$ cat config.mk
export PLATFORM = sky130hd
export DESIGN_NAME = mode_router
export DESIGN_NICKNAME = d
export VERILOG_FILES = /design/src/rtl/mode_router_pkg.sv /design/src/rtl/mode_router_debounce.sv /design/src/rtl/mode_router.sv
export SDC_FILE = /design/constraint.sdc
export NUM_CORES = 1
export LEC_CHECK = 0
export CORE_UTILIZATION = 50
export CTS_BUF_LIST = sky130_fd_sc_hd__clkbuf_16
export CTS_CLUSTER_DIAMETER = 80
export CTS_CLUSTER_SIZE = 14
export DETAILED_ROUTE_END_ITERATION = 8
export PLACE_DENSITY = 0.8
export SLEW_MARGIN = 20
export SYNTH_ARGS = -nofsm -noshare
export SYNTH_HDL_FRONTEND = slang
export SYNTH_HIERARCHICAL = 1
export SYNTH_SLANG_ARGS = --single-unit
$ cat constraint.sdc
create_clock -name clk -period 2.3 [get_ports clk]
set_input_delay 0.46 -clock clk [delete_from_list [all_inputs] [get_ports clk]]
set_output_delay 0.46 -clock clk [all_outputs]
set_load 0.05 [all_outputs]
$ cat src/rtl/mode_router_pkg.sv
`default_nettype none
// ============================================================================
// Module      : mode_router_pkg
// Description : Shared definitions for the mode router. Holds the mode codes
//               carried on mode_req/cur_mode, the controller state encoding,
//               the silent-note value and a counter width helper.
// Revision    : 1.0 - initial release
// ============================================================================
package mode_router_pkg;

    // Mode codes as presented on the slide switch
    localparam int MODE_FREE  = 0;
    localparam int MODE_PLAY  = 1;
    localparam int MODE_UART  = 2;
    localparam int MODE_LEARN = 3;

    // Mode controller states
    typedef logic [1:0] state_t;
    localparam logic [1:0] ST_RUN      = 2'd0;
    localparam logic [1:0] ST_DEBOUNCE = 2'd1;
    localparam logic [1:0] ST_MUTE     = 2'd2;

    // Value of an idle note bus
    localparam int NOTE_SILENT = 0;

    // Bits needed to hold values 0..max_val (at least one bit)
    function automatic int cnt_width(input int max_val);
        int w;
        w = $clog2(max_val + 1);
        return (w < 1) ? 1 : w;
    endfunction

endpackage
`default_nettype wire

$ cat src/rtl/mode_router_debounce.sv
`default_nettype none
// ============================================================================
// Module      : mode_debounce
// Description : Mode request filter. A new request must hold for
//               STABLE_CYCLES before it is accepted, after which a muted
//               guard interval of MUTE_CYCLES runs before cur_mode updates.
//               Build option: MODE_LOCK_EN (handled by the parent, which
//               drives lock low when the feature is disabled).
// Ports       : clk, rst (async, active-low)
//               lock        - hold off new requests / abort a debounce
//               mode_req    - raw mode switch
//               cur_mode    - accepted mode
//               busy        - high while debouncing or muting
//               mode_change - one-cycle pulse aligned with a cur_mode update
// Revision    : 1.0 - initial release
// ============================================================================
module mode_debounce
    import mode_router_pkg::*;
#(
    parameter int MODE_W        = 2,
    parameter int STABLE_CYCLES = 50000,
    parameter int MUTE_CYCLES   = 100000
) (
    input  logic              clk,
    input  logic              rst,
    input  logic              lock,
    input  logic [MODE_W-1:0] mode_req,
    output logic [MODE_W-1:0] cur_mode,
    output logic              busy,
    output logic              mode_change
);

    // One counter serves both the debounce and the mute phases
    localparam int c_CNT_MAX = (STABLE_CYCLES > MUTE_CYCLES) ? STABLE_CYCLES : MUTE_CYCLES;
    localparam int c_CNT_W   = cnt_width(c_CNT_MAX);

    localparam logic [c_CNT_W-1:0] c_CNT_ONE     = c_CNT_W'(1);
    localparam logic [c_CNT_W-1:0] c_STABLE_LAST = c_CNT_W'(STABLE_CYCLES);
    localparam logic [c_CNT_W-1:0] c_MUTE_LAST   = c_CNT_W'(MUTE_CYCLES - 1);

    state_t              r_state;
    logic [MODE_W-1:0]   r_pending;
    logic [MODE_W-1:0]   r_cur_mode;
    logic [c_CNT_W-1:0]  r_cnt;
    logic                r_mode_change;

    always_ff @(posedge clk or negedge rst) begin
        if (!rst) begin
            r_state       <= ST_RUN;
            r_pending     <= '0;
            r_cur_mode    <= MODE_W'(MODE_FREE);
            r_cnt         <= '0;
            r_mode_change <= 1'b0;
        end else begin
            r_mode_change <= 1'b0;
            case (r_state)
                ST_RUN: begin
                    if (!lock && (mode_req != r_cur_mode)) begin
                        r_pending <= mode_req;
                        r_cnt     <= c_CNT_ONE;
                        r_state   <= ST_DEBOUNCE;
                    end
                end
                ST_DEBOUNCE: begin
                    // Any wobble restarts from RUN; RUN re-latches next cycle
                    if (lock || (mode_req != r_pending)) begin
                        r_state <= ST_RUN;
                        r_cnt   <= '0;
                    end else if (r_cnt == c_STABLE_LAST) begin
                        r_state <= ST_MUTE;
                        r_cnt   <= '0;
                    end else begin
                        r_cnt <= r_cnt + c_CNT_ONE;
                    end
                end
                ST_MUTE: begin
                    // Requests are ignored here; lock does not cut it short
                    if (r_cnt == c_MUTE_LAST) begin
                        r_cur_mode    <= r_pending;
                        r_mode_change <= 1'b1;
                        r_state       <= ST_RUN;
                        r_cnt         <= '0;
                    end else begin
                        r_cnt <= r_cnt + c_CNT_ONE;
                    end
                end
                default: begin
                    r_state <= ST_RUN;
                    r_cnt   <= '0;
                end
            endcase
        end
    end

    assign cur_mode    = r_cur_mode;
    assign mode_change = r_mode_change;
    assign busy        = (r_state != ST_RUN);

endmodule
`default_nettype wire

$ cat src/rtl/mode_router.sv
`default_nettype none
// ============================================================================
// Module      : mode_router
// Description : Top-level mode controller. Debounces the mode switch, mutes
//               the note buses across a mode change, routes the active note
//               source through one registered mux and scores learn-mode hits.
//               Build option: MODE_LOCK_EN adds the mode_lock input; without
//               it the design behaves as if mode_lock were tied low.
// Ports       : clk, rst (async, active-low)
//               mode_req                          - raw mode switch
//               pin_note/uart_note/db_note        - note sources
//               learn_note                        - expected note in LEARN
//               mode_lock (MODE_LOCK_EN only)     - freeze the current mode
//               cur_mode/mode_en/mode_change/busy - mode status
//               note_out/led_note                 - buzzer/VGA and LED buses
//               hit/score                         - learn-mode scoring
// Revision    : 1.0 - initial release
// ============================================================================
module mode_router
    import mode_router_pkg::*;
#(
    parameter int NOTE_W        = 10,
    parameter int MODE_W        = 2,
    parameter int STABLE_CYCLES = 50000,
    parameter int MUTE_CYCLES   = 100000,
    parameter int SCORE_W       = 8
) (
    input  logic                 clk,
    input  logic                 rst,
    input  logic [MODE_W-1:0]    mode_req,
    input  logic [NOTE_W-1:0]    pin_note,
    input  logic [NOTE_W-1:0]    uart_note,
    input  logic [NOTE_W-1:0]    db_note,
    input  logic [NOTE_W-1:0]    learn_note,
`ifdef MODE_LOCK_EN
    input  logic                 mode_lock,
`endif
    output logic [MODE_W-1:0]    cur_mode,
    output logic [2**MODE_W-1:0] mode_en,
    output logic                 mode_change,
    output logic                 busy,
    output logic [NOTE_W-1:0]    note_out,
    output logic [NOTE_W-1:0]    led_note,
    output logic                 hit,
    output logic [SCORE_W-1:0]   score
);

    localparam int                 c_EN_W      = 2**MODE_W;
    localparam logic [c_EN_W-1:0]  c_EN_ONE    = c_EN_W'(1);
    localparam logic [NOTE_W-1:0]  c_SILENT    = NOTE_W'(NOTE_SILENT);
    localparam logic [SCORE_W-1:0] c_SCORE_ONE = SCORE_W'(1);
    localparam logic [SCORE_W-1:0] c_SCORE_MAX = '1;

    logic w_lock;
`ifdef MODE_LOCK_EN
    assign w_lock = mode_lock;
`else
    assign w_lock = 1'b0;
`endif

    logic [MODE_W-1:0] w_cur_mode;
    logic              w_busy;
    logic              w_mode_change;

    mode_debounce #(
        .MODE_W        (MODE_W),
        .STABLE_CYCLES (STABLE_CYCLES),
        .MUTE_CYCLES   (MUTE_CYCLES)
    ) u_debounce (
        .clk         (clk),
        .rst         (rst),
        .lock        (w_lock),
        .mode_req    (mode_req),
        .cur_mode    (w_cur_mode),
        .busy        (w_busy),
        .mode_change (w_mode_change)
    );

    logic [NOTE_W-1:0]  r_note_out;
    logic [NOTE_W-1:0]  r_led_note;
    logic               r_hit;
    logic [SCORE_W-1:0] r_score;
    logic               r_match_prev;
    logic [NOTE_W-1:0]  r_learn_prev;
    logic               r_led_off;

    logic               w_in_learn;
    logic               w_match;
    logic               w_rise;
    logic               w_learn_chg;
    logic               w_led_blank;
    logic               w_enter_learn;
    logic [NOTE_W-1:0]  w_note_nxt;
    logic [NOTE_W-1:0]  w_led_nxt;

    assign w_in_learn  = !w_busy && (w_cur_mode == MODE_W'(MODE_LEARN));
    assign w_match     = w_in_learn && (pin_note != c_SILENT) && (pin_note == learn_note);
    // Only the press edge scores, so a held key counts once
    assign w_rise      = w_match && !r_match_prev;
    assign w_learn_chg = (learn_note != r_learn_prev);
    // Guide LED goes dark from the hit until the song moves to a new note
    assign w_led_blank = w_rise || (r_led_off && !w_learn_chg);
    assign w_enter_learn = w_mode_change && (w_cur_mode == MODE_W'(MODE_LEARN));

    always_comb begin
        w_note_nxt = c_SILENT;
        w_led_nxt  = c_SILENT;
        if (!w_busy) begin
            case (w_cur_mode)
                MODE_W'(MODE_PLAY): begin
                    w_note_nxt = db_note;
                    w_led_nxt  = db_note;
                end
                MODE_W'(MODE_UART): begin
                    w_note_nxt = uart_note;
                    w_led_nxt  = uart_note;
                end
                MODE_W'(MODE_LEARN): begin
                    w_note_nxt = pin_note;
                    w_led_nxt  = w_led_blank ? c_SILENT : learn_note;
                end
                default: begin
                    // FREE and any unused codes play the keys directly
                    w_note_nxt = pin_note;
                    w_led_nxt  = pin_note;
                end
            endcase
        end
    end

    always_ff @(posedge clk or negedge rst) begin
        if (!rst) begin
            r_note_out   <= c_SILENT;
            r_led_note   <= c_SILENT;
            r_hit        <= 1'b0;
            r_score      <= '0;
            r_match_prev <= 1'b0;
            r_learn_prev <= c_SILENT;
            r_led_off    <= 1'b0;
        end else begin
            r_note_out   <= w_note_nxt;
            r_led_note   <= w_led_nxt;
            r_hit        <= w_rise;
            r_match_prev <= w_match;
            r_learn_prev <= learn_note;

            if (w_rise) begin
                r_led_off <= 1'b1;
            end else if (w_learn_chg) begin
                r_led_off <= 1'b0;
            end

            // Entering LEARN starts a fresh score; a press landing in the
            // same cycle still counts as the first hit
            if (w_enter_learn) begin
                r_score <= w_rise ? c_SCORE_ONE : '0;
            end else if (w_rise && (r_score != c_SCORE_MAX)) begin
                r_score <= r_score + c_SCORE_ONE;
            end
        end
    end

    assign cur_mode    = w_cur_mode;
    assign mode_en     = c_EN_ONE << w_cur_mode;
    assign mode_change = w_mode_change;
    assign busy        = w_busy;
    assign note_out    = r_note_out;
    assign led_note    = r_led_note;
    assign hit         = r_hit;
    assign score       = r_score;

endmodule
`default_nettype wire

==> reports/qor.yml <==
placement:
  dpl.hpwl_mm: 7.03
  port_buffers: 80
  place_area_mm2: 0.00471
  gp_congestion: 0.902
synthesis:
  ys_seq_elements: 65
  yosysMostFrequentCell: "dfrtp_1"
  synth_top_area_cell: "dfrtp_1"
  synthTopCellsByCount: "dfrtp_1, nor2_1, nand2_1"
  synth_area_mm2: 0.00353
  ys_top_cells_by_area: "dfrtp_1, xnor2_1, nor2_1"
  syn_area_per_cell_um2: 9.86
  synth-async-reset-ratio_pct: 100
  dominantRegCellSynth: "dfrtp_1"
  ys_types: 52
  yosysSeqAreaShare_pct: 46.1
  yosys.area_share.simple_pct: 19.8
  synth-xor-area-share_pct: 7.20
  synth_top_family_by_area: "simple AND/OR/NAND/NOR gates"
  synth.area.mux_share_pct: 1.56
  synth_top_area_share_pct: 46.1
  synth_fa_ha_area_share_pct: 2.48
  synth_compound_area_share_pct: 19.0
  synth_cells: 358
  yosys_warnings: 6
  synth_edf_count: 0
power:
  ir_drop_mv: 0.428
  p_per_area_mw_per_mm2: 866
  power.total_uw: 4400
  pwr-share-comb_pct: 33.9
  p_seq_share_pct: 33.0
  p_leak_uw: 0.00200
  p_int_uw: 2820
  power_switching_uw: 1580
  clock_power_share_pct: 33.2
  p_sw_share_pct: 35.9
final_layout:
  drive_above_1_share_pct: 18.1
  final_nets: 526
  syn2layout_area_growth_pct: 44.0
  antenna_cells: 0
  utilization_pct: 74.8
  final_area_mm2: 0.00508
clocking:
  numCtsBuffers: 9
  h-tree-depth: 3
  clock_sinks: 65
  path_clk_slew_ns: 0.06
  cts_tree: "done"
  cts_root_buf: "clkbuf_16"
  cts_hold_buf: 0
  clk_latency_ns: 0.33
  clock_path_buffers: 2
global_routing:
  grt_first_pass_wirelength_mm: 15.9
  grt_pass1_vias: 3244
  antenna_found_initial: 0
  overflow: 0
  grt_usage_pct: 28.2
  grt_max_degree: 42
timing:
  slew_violations: 0
  period_minus_slack_ns: 2.24
  finalHoldViolations: 0
  fin_crit_sh_pct: 97.3
  rsz0062_at_grt: "yes"
  whs_ns: 0.127
  max_slew_margin_pct: 57.4
  skew_ns: 0.00624
  setup_viol: 0
  tightest_slew_ns: 0.639
  max_freq_mhz: 447
  tns_ns: 0
worst_setup_path:
  arrival_ns: 2.45
  cp_data_required_time_ns: 2.51
  startpoint: "pin_note[1]"
  worstSetupEndpoint: "led_note[5]"
  crit_path_end_kind: "flop"
  path_class: "input port to flop"
  cp-start-kind: "input port"
  rr_endpoint: "score[2]"
  crit_fanout: 6
  reg2regPathDepth: 9
  ff2ff_setup_slack_ns: 0.14
  r2r-start: "u_debounce/r_state[0]"
floorplan:
  dieArea_mm2: 0.00740
  core-area_mm2: 0.00679
  die_w_um: 86.0
  rows: 30
  ios: 81
  start_util_pct: 51.9
  fp.dieH_um: 86.0
route:
  route.detailed.drc: 0
  highest_layer: "met4"
  firstDrtPassIters: 5
  routed_wirelength_mm: 10.1
  wl_met2_mm: 4.82
  via_per_inst: 5.86
  wl_met3_um: 715
  dr.first_iter.drc_count: 220
  ant_nets: 0
  vias: 3374
  drt-met1-wl_mm: 4.27
  routedWlPerCell_um: 17.5
run:
  drv_cap: 0
min_path:
  hold_class: "input port to asynchronous set/reset pin"
status:
  outcome: "complete, no violations"
==> power by group through the flow <==
| stage | Sequential, uW | Clock [uW] | Combinational [uW] |
|---|---|---|---|
| 2_1_floorplan | 1950 | 0 | 406 |
| 3_3_place_gp | 1460 | 0 | 1440 |
| 3_5_place_dp | 1470 | 0 | 1470 |
| 4_1_cts | 1450 | 1480 | 1480 |
| 5_1_grt | 1470 | 1530 | 1570 |
| 6_report | 1450 | 1460 | 1490 |
==> critical path, cell delays in order <==
cell	delay (ns)
clkdlybuf4s50_1	0.48
buf_4	0.18
nor4_1	0.33
nand3_1	0.19
nand2_1	0.13
buf_4	0.14
o2111ai_1	0.16
a311oi_1	0.38
==> logic make-up (layout without fill, tap and decap cells) <==
logic type	count (synthesis)	in the layout
xor+xnor	29	29
simple gates	128	129
flops	65	65
fa+ha+maj	7	7
buf+inv	31	151
compound gates	92	92
mux	5	5
other cells	1	2
==> placed cells by master (no fill, tap or decap), types with 3 or more instances in the layout <==
master	count
a211oi_1	10
dfrtp_1	63
clkbuf_16	9
nand2_1	26
nand3_1	13
o31ai_1	5
a21oi_1	7
or3_1	3
nor2_1	38
a22o_1	3
a311oi_1	10
o21ai_0	15
inv_1	11
clkinvlp_4	3
and3_1	3
ha_1	6
clkdlybuf4s50_1	72
o211ai_1	6
buf_12	3
buf_4	45
nor3_1	3
a22oi_1	13
xor2_1	10
nor4_1	6
or4_1	3
o2111ai_1	13
nor2b_1	3
xnor2_1	19
mux2_2	4
nand4_1	9
==> state kept, by name, summed over array words and instances (netlist names) <==
signal and cells:
u_debounce/r_pending 2, r_match_prev 1, led_note 10, u_debounce/mode_change 1, note_out 10, r_learn_prev 10, u_debounce/r_cnt 17, u_debounce/cur_mode 2
score 8, u_debounce/r_state 2, hit 1, r_led_off 1
==> worst min-delay path by stage <==
stage | from | endpoint | slack [ns] | cells after the start
after floorplan | rst | hit | 0.16 | 0
final | rst | score[6] | 0.13 | 1
after global placement | rst | score[2] | 0.49 | 1
after global routing | rst | score[7] | 0.17 | 1
after CTS | rst | score[6] | 0.14 | 1
after detailed placement | rst | score[7] | 0.50 | 1
==> final cells by class <==
cell class | count | area [um2]
clock inverter | 7 | 95.1
tap | 96 | 120
multi-input combinational | 264 | 1820
sequential | 65 | 1630
clock buffer | 9 | 225
timing repair buffer | 123 | 1150
fill | 440 | 1710
inverter | 12 | 45.0
==> what timing repair did <==
action,in CTS,in global routing
gates resized for setup,0,7
endpoints found under the setup margin,0,11
buffers inserted,0,2
==> metrics by stage <==
stage                     cells  worst slack, ns
after global placement      557           -0.252
final                       576           0.0615
after global routing        576          -0.0149
after detailed placement    557           -0.331
after CTS                   573           0.0134
after floorplan             359            0.109
==> per-layer routing <==
metal,vias to the layer above,global-route usage (%)
met1,1626,35.7
met2,147,46.7
met3,27,6.16
li1,1574,-
met5,-,0
met4,0,12.0
Note: power is estimated with default switching activity, not from simulation.
